===== config.mk =====
export PLATFORM = sky130hd
export DESIGN_NAME = sd_dat_rx
export DESIGN_NICKNAME = d
export VERILOG_FILES = /design/src/rtl/sd_pkg.sv /design/src/rtl/sd_crc16_line.sv /design/src/rtl/sd_dat_rx.sv
export SDC_FILE = /design/constraint.sdc
export NUM_CORES = 1
export LEC_CHECK = 0
export CAP_MARGIN = 10
export CORE_ASPECT_RATIO = 1.1
export CORE_UTILIZATION = 30
export CTS_BUF_LIST = sky130_fd_sc_hd__clkbuf_2 sky130_fd_sc_hd__clkbuf_4 sky130_fd_sc_hd__clkbuf_8
export DETAILED_ROUTE_END_ITERATION = 10
export GPL_TIMING_DRIVEN = 1
export PLACE_DENSITY = 0.54
export SETUP_SLACK_MARGIN = 0.1
export SLEW_MARGIN = 10
export SYNTH_ARGS = -nofsm -noshare
export SYNTH_HDL_FRONTEND = slang
export SYNTH_SLANG_ARGS = --single-unit

===== constraint.sdc =====
create_clock -name clk -period 2.2 [get_ports clk]
set_clock_uncertainty 0.2 [all_clocks]
set_input_delay 0.44 -clock clk [delete_from_list [all_inputs] [get_ports clk]]
set_output_delay 0.44 -clock clk [all_outputs]
set_load 0.02 [all_outputs]

===== src/rtl/sd_pkg.sv =====
// Shared types and constants for the SD DAT receive path.
package sd_pkg;

    typedef enum logic [2:0] {
        ST_IDLE       = 3'd0,
        ST_WAIT_START = 3'd1,
        ST_DATA       = 3'd2,
        ST_CRC        = 3'd3,
        ST_END        = 3'd4,
        ST_DONE       = 3'd5
    } sd_state_e;

    localparam logic [15:0] SD_CRC16_POLY = 16'h1021;
    localparam int          SD_DAT_W      = 4;
    localparam int          SD_CRC_BITS   = 16;

    // One serial CRC16-CCITT step, MSB-first.
    function automatic logic [15:0] sd_crc16_next(input logic [15:0] crc, input logic din);
        logic fb;
        fb = din ^ crc[15];
        return {crc[14:0], 1'b0} ^ (fb ? SD_CRC16_POLY : 16'h0000);
    endfunction

endpackage


===== src/rtl/sd_crc16_line.sv =====
// Bit-serial CRC16 for a single DAT line, with synchronous clear and enable.
module sd_crc16_line
    import sd_pkg::*;
(
    input  logic        clk,
    input  logic        rst_n,
    input  logic        clr,
    input  logic        en,
    input  logic        din,
    output logic [15:0] crc
);

    logic [15:0] crc_r;

    // CRC register: clear wins over shift, otherwise hold.
    always_ff @(posedge clk) begin
        if (!rst_n) begin
            crc_r <= 16'h0000;
        end else if (clr) begin
            crc_r <= 16'h0000;
        end else if (en) begin
            crc_r <= sd_crc16_next(crc_r, din);
        end else begin
            crc_r <= crc_r;
        end
    end

    assign crc = crc_r;

endmodule


===== src/rtl/sd_dat_rx.sv =====
// SD 4-bit DAT block receiver: start-bit wait, nibble-to-byte assembly,
// per-line CRC16 check, end-bit check and a single completion pulse.
module sd_dat_rx
    import sd_pkg::*;
#(
    parameter int TIMEOUT_CYCLES = 4096
) (
    input  logic        clk,
    input  logic        rst_n,
    input  logic        i_start,
    input  logic [3:0]  i_sd_data,
    input  logic [9:0]  i_buf_len,
    output logic [7:0]  o_data,
    output logic        o_data_valid,
    output logic        o_busy,
    output logic        o_done,
    output logic        o_crc_ok,
    output logic        o_timeout
);

    localparam int WAIT_W = $clog2(TIMEOUT_CYCLES + 1);
    localparam logic [WAIT_W-1:0] WAIT_LIMIT = WAIT_W'(TIMEOUT_CYCLES);

    sd_state_e         state_r;
    sd_state_e         next_state_s;
    logic [WAIT_W-1:0] wait_cnt_r;
    logic [9:0]        byte_cnt_r;
    logic              nib_r;
    logic [3:0]        hi_nib_r;
    logic [3:0]        crc_bit_r;
    logic              err_r;

    logic              arm_s;
    logic              crc_en_s;
    logic              byte_done_s;
    logic              crc_mis_s;
    logic              end_bad_s;
    logic              done_s;
    logic              timeout_s;
    logic [3:0]        exp_bits_s;
    logic [15:0]       crc_line_s [SD_DAT_W];

    assign arm_s = (state_r == ST_IDLE) && i_start && (i_buf_len != 10'd0);

    for (genvar k = 0; k < SD_DAT_W; k++) begin : g_crc
        sd_crc16_line u_crc (
            .clk   (clk),
            .rst_n (rst_n),
            .clr   (arm_s),
            .en    (crc_en_s),
            .din   (i_sd_data[k]),
            .crc   (crc_line_s[k])
        );
        // CRC registers stop shifting at DATA exit, so they are already frozen here.
        assign exp_bits_s[k] = crc_line_s[k][4'd15 - crc_bit_r];
    end

    // State register.
    always_ff @(posedge clk) begin
        if (!rst_n) begin
            state_r <= ST_IDLE;
        end else begin
            state_r <= next_state_s;
        end
    end

    // Next-state logic.
    always_comb begin
        next_state_s = state_r;
        case (state_r)
            ST_IDLE: begin
                if (arm_s) next_state_s = ST_WAIT_START;
                else       next_state_s = ST_IDLE;
            end
            ST_WAIT_START: begin
                if (i_sd_data == 4'h0)            next_state_s = ST_DATA;
                else if (wait_cnt_r == WAIT_LIMIT) next_state_s = ST_DONE;
                else                              next_state_s = ST_WAIT_START;
            end
            ST_DATA: begin
                if (nib_r && (byte_cnt_r == 10'd1)) next_state_s = ST_CRC;
                else                               next_state_s = ST_DATA;
            end
            ST_CRC: begin
                if (crc_bit_r == 4'd15) next_state_s = ST_END;
                else                    next_state_s = ST_CRC;
            end
            ST_END:  next_state_s = ST_DONE;
            ST_DONE: next_state_s = ST_IDLE;
            default: next_state_s = ST_IDLE;
        endcase
    end

    // Per-state strobes feeding the datapath and output registers.
    always_comb begin
        crc_en_s    = 1'b0;
        byte_done_s = 1'b0;
        crc_mis_s   = 1'b0;
        end_bad_s   = 1'b0;
        case (state_r)
            ST_DATA: begin
                crc_en_s    = 1'b1;
                byte_done_s = nib_r;
            end
            ST_CRC:  crc_mis_s = (i_sd_data != exp_bits_s);
            ST_END:  end_bad_s = (i_sd_data != 4'hF);
            default: begin
                crc_en_s    = 1'b0;
                byte_done_s = 1'b0;
            end
        endcase
        done_s    = (next_state_s == ST_DONE);
        timeout_s = (state_r == ST_WAIT_START) && (next_state_s == ST_DONE);
    end

    // Counters, nibble assembly and sticky error.
    always_ff @(posedge clk) begin
        if (!rst_n) begin
            wait_cnt_r <= '0;
            byte_cnt_r <= 10'd0;
            nib_r      <= 1'b0;
            hi_nib_r   <= 4'h0;
            crc_bit_r  <= 4'd0;
            err_r      <= 1'b0;
        end else if (arm_s) begin
            wait_cnt_r <= '0;
            byte_cnt_r <= i_buf_len;
            nib_r      <= 1'b0;
            hi_nib_r   <= 4'h0;
            crc_bit_r  <= 4'd0;
            err_r      <= 1'b0;
        end else begin
            case (state_r)
                ST_WAIT_START: begin
                    if (wait_cnt_r != WAIT_LIMIT) wait_cnt_r <= wait_cnt_r + 1'b1;
                    else                          wait_cnt_r <= wait_cnt_r;
                end
                ST_DATA: begin
                    nib_r <= ~nib_r;
                    if (!nib_r) hi_nib_r   <= i_sd_data;
                    else        byte_cnt_r <= byte_cnt_r - 10'd1;
                end
                ST_CRC: begin
                    crc_bit_r <= crc_bit_r + 4'd1;
                    if (crc_mis_s) err_r <= 1'b1;
                    else           err_r <= err_r;
                end
                ST_END: begin
                    if (end_bad_s) err_r <= 1'b1;
                    else           err_r <= err_r;
                end
                default: begin
                    nib_r <= nib_r;
                end
            endcase
        end
    end

    // Registered outputs; status flags hold until the next arm.
    always_ff @(posedge clk) begin
        if (!rst_n) begin
            o_data       <= 8'h00;
            o_data_valid <= 1'b0;
            o_busy       <= 1'b0;
            o_done       <= 1'b0;
            o_crc_ok     <= 1'b0;
            o_timeout    <= 1'b0;
        end else begin
            o_data_valid <= byte_done_s;
            o_done       <= done_s;
            o_busy       <= (next_state_s != ST_IDLE);
            if (byte_done_s) o_data <= {hi_nib_r, i_sd_data};
            else             o_data <= o_data;
            if (arm_s) begin
                o_crc_ok  <= 1'b0;
                o_timeout <= 1'b0;
            end else if (done_s) begin
                o_crc_ok  <= !timeout_s && !(err_r || end_bad_s);
                o_timeout <= timeout_s;
            end else begin
                o_crc_ok  <= o_crc_ok;
                o_timeout <= o_timeout;
            end
        end
    end

endmodule


== After elaboration in Yosys (flattened, before gate mapping) ==
Index checks and enable logic that the tools add are counted.

* Input port bits: 17
* Logic and storage cells: 93
* Output and inout bits: 13
* Flip-flop bits (word level): 113

* Reduce and logical (&&, ||, !) cells: 20
* Mux-type cells: 28
* Bitwise gates (word level): 10
* Add/sub/neg operators: 4
* Eq/ne operators: 13
* $lt $le $gt $ge: 1

{| class="wikitable"
|+ Operators with widths
! cell !! count
|-
| 16-bit bitwise XOR || 4
|-
| 13-bit 2-to-1 mux || 4
|-
| 10-bit 2-to-1 mux || 3
|-
| 1-bit binary-select mux with 4-bit select || 4
|-
| 3-bit case mux with 5 select lines || 1
|-
| 13-bit by 1-bit adder with 13-bit output (second input constant) || 1
|-
| 13-bit equality test (second input constant) || 1
|-
| 13-bit != test (second input constant) || 1
|-
| 1-bit 2-to-1 mux || 12
|-
| 10-bit by 1-bit equality test with 1-bit output (second input constant) || 1
|-
| 10-bit nonzero test || 1
|-
| 10-bit by 1-bit subtractor with 10-bit output (second input constant) || 1
|-
| 3-bit 2-to-1 mux || 3
|-
| 3-bit by 2-bit equality test with 1-bit output (second input constant) || 2
|-
| 3-bit equality test (second input constant) || 2
|-
| 2-bit AND reduction || 3
|-
| 2-bit nonzero test || 3
|-
| 1-bit logical AND || 5
|-
| 4-bit by 5-bit less-than comparator with 1-bit output (second input constant) || 1
|-
| 4-bit by 1-bit adder with 4-bit output (second input constant) || 1
|-
| 4-bit equality test (second input constant) || 1
|-
| 4-bit zero test || 1
|-
| 2-bit != test (second input constant) || 2
|-
| 4-bit != test || 1
|-
| other kinds (12) || 17
|}

== Logic depth before layout (Yosys ltp) ==
Gate-level depths: netlist of the first run.

* Depth after elaboration: 9
* Gate-level depth with buffers: 8
* Mapped depth without buffers: 8

== Cells and area by module ==
From an unflattened synthesis of the first run, not the netlist that was laid out.

* Cells, all modules: 566
* Area, all modules: 5469.0 um2

{| class="wikitable"
|+ By module, submodules not included
! module !! cells each !! instances !! seq. area each (um2) !! area an instance (um2)
|-
| sd_dat_rx || 326 || 1 || 980.9 || 2941.6
|-
| sd_crc16_line || 60 || 4 || 320.3 || 631.9
|}

== Worst setup path after synthesis of the first run ==
OpenSTA, ideal clock, no wires.

* Kind: reg2reg
* Start point: register crc_bit_r[0]
* End point: register err_r
* Arrival time: 1761 ps
* Period minus slack after synthesis: 2076 ps
* Library setup time: 115 ps
* Path slack: 124 ps
* Data required time: 1885 ps
* Path buffers: 2
* Stages on the path, launching flop included: 9
* Path through: dfxtp_1 buf_6 buf_12 mux2i_1 mux4_2 xnor2_1 o31ai_1 o2111a_1 nor3_2

* Longest elaborated chain between the ends: 7
* Elaborated cells between the ends (all ways): 13
* Those cells by class: 1 x add/sub; 2 x eq/ne; 9 x mux; 1 x reduce/logical

{| class="wikitable"
|+ Ends and longest elaborated chain
! what !! RTL line !! text
|-
| start, declared || sd_dat_rx.sv:30 || <nowiki>logic [3:0] crc_bit_r;</nowiki>
|-
| start signal, assigned || sd_dat_rx.sv:144 || <nowiki>crc_bit_r <= crc_bit_r + 4'd1;</nowiki>
|-
| 4-bit subtractor * || sd_dat_rx.sv:55 || <nowiki>assign exp_bits_s[k] = crc_line_s[k][4'd15 - crc_bit_r];</nowiki>
|-
| 1-bit binary-select mux with 4-bit select || sd_dat_rx.sv:55 ||
|-
| 1-bit 2-to-1 mux (not written as such) || sd_dat_rx.sv:55 ||
|-
| 4-bit != test * || sd_dat_rx.sv:105 || <nowiki>ST_CRC: crc_mis_s = (i_sd_data != exp_bits_s);</nowiki>
|-
| 1-bit 2-to-1 mux * || sd_dat_rx.sv:100 || <nowiki>case (state_r)</nowiki>
|-
| 2-bit != test (no source line) * || n/a ||
|-
| 3-bit AND reduction (no source line) * || n/a ||
|-
| end signal, assigned || sd_dat_rx.sv:146 || <nowiki>else err_r <= err_r;</nowiki>
|-
| end signal, assigned || sd_dat_rx.sv:150 || <nowiki>else err_r <= err_r;</nowiki>
|-
| end, declared || sd_dat_rx.sv:31 || <nowiki>logic err_r;</nowiki>
|}

Mark *: on every way between the ends. The rest lies on a longest branch, timed or not. The select of a mux whose other input is x is not followed.
A chain may end at the register's enable or synchronous reset.

== Final worst setup path of the first run ==
Same ends and word-level chain as after synthesis.

==> results.yml, run 1 <==
sta:
  rsz0062_at_grt: "yes"
  setup_ws_ps: -8.79
  fin_crit_sh_pct: 100
  finalMaxSlewViolations: 0
  final-setup-viol-count: 1
  worst_slew_pin_slew_ps: 481
  max_freq_ghz: 0.453
  period_needed_ps: 2210
  slew_headroom_pct: 67.9
  hold_viol_final: 0
layout:
  fin_nets: 700
  drive_gt1_share_pct: 16.7
  fin_util_pct: 38.2
  instances_no_fill: 924
  areaGrowthSynthToFinish_pct: 24.1
  n_antenna_cell: 0
pwr:
  pwr-share-comb_pct: 7.5
  swShare_pct: 23.5
  p_int_mw: 3.22
  clkPwrFrac_pct: 42.9
  leakage_nw: 2.16
  seqPwrFrac_pct: 49.5
  fin_total_pwr_mw: 4.22
  p_sw_mw: 0.991
  power-per-cell-area_nw_per_um2: 645
  irDropWorstVdd_mv: 0.345
routing:
  totalWireLength_um: 12200
  final_antenna_net_count: 0
  viasPerCell: 4.72
  via_count: 4363
  wl_per_cell_um: 13.2
  drt_first_pass_iters: 6
  drcViolationCount: 0
  first_iter_violations: 330
cts:
  clock_latency_ps: 440
  htreeDepth: 4
  cts.clk_slew.worst_paths_ps: 60
  cts_hold_buf: 0
  cts_tree: "done"
  cts_root_buffer: "clkbuf_8"
  cts.path.max_buffers: 2
  cts_inserted_buffers: 17
  cts_sinks: 113
synth:
  seq_area_frac_synth_pct: 43.0
  synth_common_cells: "nand2_1 (154), dfxtp_1 (113), a21oi_1 (76), nor2_1 (51), clkbuf_1 (23)"
  synthFlopType: "dfxtp_1"
  synth_area_leaders: "dfxtp_1 (43%), nand2_1 (11%), a21oi_1 (7.2%)"
  synthCells: 622
  synth_cell_type_count: 50
  synthArstFlopShare_pct: 0
  yosys.area.top_type: "dfxtp_1"
  synth_nets: 644
  netlist_area_um2: 5260
  ys_ff_latch: 113
  synth_most_common_cell: "nand2_1"
  synth_warnings: 0
  synth_edf_count: 0
  syn-mean-instance-area_um2: 8.46
  yosysTopAreaCellShare_pct: 43.0
setup_path:
  cp_slowest_stage_delay_ps: 500
  crit_path_start_kind: "register"
  cp_cell_sequence: "buf_12, mux4_2, mux2i_1, xor2_1, o221a_1, o2111a_1, nor3_2"
  worstSetupEndpointType: "register"
  crit_required_ps: 2340
  slowest_stage: "mux4_2"
  cp_max_fo: 10
  arrival_ps: 2340
  crit_type: "register to register"
  ff2ff_setup_slack_ps: -9
floorplan:
  die_area_um2: 18100
  fp.dieH_um: 141
  placementRows: 50
  io_pins: 30
  core_um2: 17100
  initial_core_util_pct: 30.8
  dieWidth_um: 128
global_routing:
  overflow: 0
  grt_pass1_vias: 4272
  grt_pass1_wl_um: 20100
  grt_antenna_before_repair: 0
  grtUsageTotal_pct: 14.1
  grt_max_degree: 67
place:
  placed_cells: 884
  hpwl_um: 8150
  gp_congestion: 0.843
  portBuffers: 29
outcome:
  outcome: "finished, violations left"
  violations: "setup timing"
flow_run:
  drv_cap: 0
worst_hold_path:
  worstHoldPathType: "register to register"
## cell type report
cell class / instances / area, µm²
clock buffers: 25 / 307
clock inverters: 6 / 57.6
fillers: 1738 / 10500
inverters: 5 / 18.8
multi-input cells: 460 / 2800
flip-flops and latches: 113 / 2270
well taps: 234 / 293
repair buffers: 81 / 791
## layer usage
metal | wire (µm) | GRT usage, % | up-vias
li1 | - | - | 2217
met1 | 5490 | 16.9 | 2085
met2 | 6130 | 23.6 | 45
met3 | 379 | 4.40 | 16
met4 | 161 | 5.02 | 0
met5 | 0 | 0 | -
## registers in the layout, indices dropped and copies added (netlist names), 3 cells and up
register         flops
o_data               8
wait_cnt_r          13
g_crc.u_crc.crc     64
state_r              3
hi_nib_r             4
byte_cnt_r          10
crc_bit_r            4
## per-stage QoR
step / worst slack, ps / instance area (µm²) / TNS (ps) / hold slack [ps]
after floorplan: 124 / 5260 / 0 / 237
after global placement: -305 / 6000 / -20370 / 244
after detailed placement: -298 / 6000 / -19730 / 252
after CTS: -12.6 / 6440 / -12.6 / 261
after global routing: -68.8 / 6530 / -85.0 / 287
final: -8.79 / 6530 / -8.79 / 256
## worst paths after layout
path | to | startpoint | depth (start not counted)
max | err_r | crc_bit_r[0] | 7
max reg2reg | err_r | crc_bit_r[0] | 7
min reg2reg | o_crc_ok | o_crc_ok | 2
min | o_crc_ok | o_crc_ok | 2
## cells by family (layout without fill, tap and decap cells)
| kind of cell | Yosys count | in the layout | synth area share (%) |
|---|---|---|---|
| xor+xnor | 38 | 38 | 6.32 |
| flops | 113 | 113 | 43.0 |
| fa+ha+maj | 5 | 5 | 1.19 |
| buf+inv | 49 | 117 | 4.83 |
| simple gates | 262 | 262 | 22.1 |
| compound gates | 122 | 122 | 13.7 |
| mux | 33 | 33 | 8.89 |
## critical path: cells and delay by family, from the launching register on
kind	cells	cell delay (ps)
AOI/OAI and AO/OA	2	470
xor gates and xnor gates	1	210
buffers and inverters	1	150
DFF	1	360
muxes	2	670
and+or+nand+nor	1	50
## cells in the final DEF (no fill, tap or decap), types with 5 or more instances in the layout
cell type        synthesis  routed
nand2_1                154     154
dfxtp_1                113     110
a21oi_1                 76      76
nor2_1                  51      51
buf_4                    4      43
clkdlybuf4s50_1          0      27
mux2i_1                 22      22
xnor2_1                 20      19
clkbuf_8                 0      19
xor2_1                  18      18
o21ai_0                 13      13
mux4_2                  11      11
a21boi_1                 8       8
buf_12                   1       7
a21boi_0                 6       6
clkbuf_4                 0       6
inv_1                    5       5
nor4_1                   6       5
nor3_1                   5       5
nor2b_1                  5       5
nand4_1                  5       5
## power by group through the flow
stage / clock network, mW / logic (mW) / registers (mW)
after floorplan: 0 / 0.188 / 2.13
after global placement: 0 / 0.299 / 2.13
after detailed placement: 0 / 0.301 / 2.13
after CTS: 1.87 / 0.304 / 2.09
after global routing: 1.97 / 0.347 / 2.09
final: 1.81 / 0.318 / 2.09
## timing repair
action	in CTS	in global routing
setup buffers	4	4
pin swaps	3	4
cloned	0	1
resized for setup	5	10
setup endpoints to repair	5	83
Note: power is estimated with default switching activity, not from simulation.
==> run 2: changes to the inputs <==
--- a/config.mk
+++ b/config.mk
@@ -11,7 +11,7 @@
 export CTS_BUF_LIST = sky130_fd_sc_hd__clkbuf_2 sky130_fd_sc_hd__clkbuf_4 sky130_fd_sc_hd__clkbuf_8
 export DETAILED_ROUTE_END_ITERATION = 10
 export GPL_TIMING_DRIVEN = 1
-export PLACE_DENSITY = 0.54
+export PLACE_DENSITY = 0.48
 export SETUP_SLACK_MARGIN = 0.1
 export SLEW_MARGIN = 10
 export SYNTH_ARGS = -nofsm -noshare
==> run 2 against run 1 <==
  * The flow now finishes without violations
  * Via count is 0.14% lower
  * Sequential power hardly changed
  * Flip-flop and latch count stayed put
  * Worst setup slack better by 40 ps
  * Routed wire length is 1.3% higher
  * Critical path depth stayed put
  * First-iteration DRC count is 13% lower
  * Count of clock-buffer cells in the layout is 2 lower
  * Die area stayed put
  * Combinational power is 6% higher
  * Utilization is 0.43 points higher
  * Largest cell class unchanged
==> results.yml, run 2 (synthesis gave the netlist of run 1 again) <==
outcome:
  outcome: "completed"
sta:
  worst_slew_pin_slew_ps: 488
  period_needed_ps: 2170
  rsz0062_at_grt: "yes"
  setup_ws_ps: 31.5
  slew_headroom_pct: 67.2
  fin_tns_setup_ps: 0
  final-setup-viol-count: 0
  fin_crit_sh_pct: 98.6
  hold_viol_final: 0
  finalMaxSlewViolations: 0
  max_freq_ghz: 0.461
setup_path:
  cp_max_fo: 7
  arrival_ps: 2300
  cp_cell_sequence: "buf_12, mux4_2, mux2i_1, xor2_1, o221a_1, o2111a_1, nor3_2"
  crit_family: "multiplexers"
  cp_slowest_stage_delay_ps: 500
  r2r_end: "err_r"
  slowest_stage: "mux4_2"
  crit_path_start_kind: "register"
  timing.rr.start: "crc_bit_r[0]"
  crit_buf_inv: 1
  worstSetupEndpointType: "register"
  crit_type: "register to register"
  crit_required_ps: 2330
  reg2reg_depth: 7
  ff2ff_setup_slack_ps: 30
worst_hold_path:
  worstHoldEndpoint: "o_crc_ok"
  hold_path_depth: 2
  worstHoldPathType: "register to register"
  min-delay-start: "o_crc_ok"
global_routing:
  grtUsageTotal_pct: 14.6
  grt_antenna_before_repair: 0
  grt_max_degree: 69
  overflow: 0
  grt_pass1_vias: 4315
  grt_pass1_wl_um: 20700
pwr:
  power-per-cell-area_nw_per_um2: 649
  leakage_nw: 2.21
  irDropWorstVdd_mv: 0.371
cts:
  cts_tree: "done"
  cts_sinks: 113
  cts_root_buffer: "clkbuf_8"
  cts_inserted_buffers: 17
  cts.path.max_buffers: 2
  cts.clk_slew.worst_paths_ps: 70
  cts_hold_buf: 0
  htreeDepth: 4
  clock_latency_ps: 430
floorplan:
  placementRows: 50
  initial_core_util_pct: 30.8
  fp.dieH_um: 141
  core_um2: 17100
  die_area_um2: 18100
  dieWidth_um: 128
  io_pins: 30
routing:
  wl_per_cell_um: 13.2
  first_iter_violations: 287
  final_antenna_net_count: 0
  via_count: 4357
  drcViolationCount: 0
  viasPerCell: 4.66
  totalWireLength_um: 12300
  drt_first_pass_iters: 4
layout:
  largest_reg_flops: 64
  areaGrowthSynthToFinish_pct: 25.5
  final_common_cell: "nand2_1"
  final_cell_mix: "nand2_1 (154), dfxtp_1 (110), a21oi_1 (76), nor2_1 (51), buf_4 (51)"
  n_antenna_cell: 0
  fin_nets: 709
  fin_util_pct: 38.7
  drive_gt1_share_pct: 17.6
  fill_cells: 1722
place:
  gp_congestion: 0.780
  hpwl_um: 8580
  portBuffers: 29
  pre_cts_ws_ps: -464
flow_run:
  drv_cap: 0
-- run 2: changes by cell type in the layout (fill, tap and decap cells not counted), sizes merged --
cell / change
clkbuf: -3
dlygate4sd2: +2
clkdlybuf4s50: -2
clkinv: +1
clkinvlp: +2
buf: +10
-- run 2: stage by stage --
stage | power (mW) | cells | cell area, µm² | hold WS (ps)
after floorplan | 2.31 | 622 | 5260 | 237
final | 4.28 | 934 | 6610 | 252
after CTS | 4.35 | 932 | 6530 | 262
after global placement | 2.45 | 898 | 6110 | 244
after global routing | 4.48 | 934 | 6610 | 287
after detailed placement | 2.46 | 898 | 6110 | 252
-- run 2: how the worst max path moves through the flow --
stage / start / end / slack, ps / depth (start not counted)
floorplan: crc_bit_r[0] / err_r / 120 / 8
global placement: i_buf_len[0] / byte_cnt_r[4] / -430 / 9
detailed placement: i_buf_len[0] / byte_cnt_r[4] / -460 / 9
CTS: crc_bit_r[0] / err_r / 5 / 7
global route: crc_bit_r[0] / err_r / -80 / 8
finish: crc_bit_r[0] / err_r / 30 / 7
-- run 2: per-layer routing --
metal,global-route usage [%],vias to the layer above,routed length (µm)
li1,-,2248,-
met4,6.25,0,235
met1,17.5,2033,5730
met5,0,-,0
met3,3.80,18,432
met2,24.5,58,5930
-- run 2: area by class of cell --
type,instances,area (µm²),area share [%]
inverter,5,18.8,0.284
clock buffer,23,304,4.60
timing repair buffer,90,838,12.7
clock inverter,9,81.3,1.23
sequential,113,2270,34.4
multi-input combinational,460,2800,42.4
tap,234,293,4.43
-- run 2: power breakdown --
part | switching, mW | total (mW) | internal, mW
logic | 0.178 | 0.337 | 0.160
registers | 0.0179 | 2.08 | 2.06
clock network | 0.836 | 1.87 | 1.03
total | 1.03 | 4.28 | 3.25
-- run 2: repair_timing --
| action | CTS | global route |
|---|---|---|
| resized for setup | 11 | 15 |
| gates cloned | 1 | 0 |
| buffers inserted | 1 | 2 |
| endpoints found under the setup margin | 11 | 87 |
| pin swaps | 3 | 4 |
-- run 2: worst min-delay path: stages (launching register included) --
cell and delay, ps:
dfxtp_1 310, nand2_1 50, a21oi_1 50
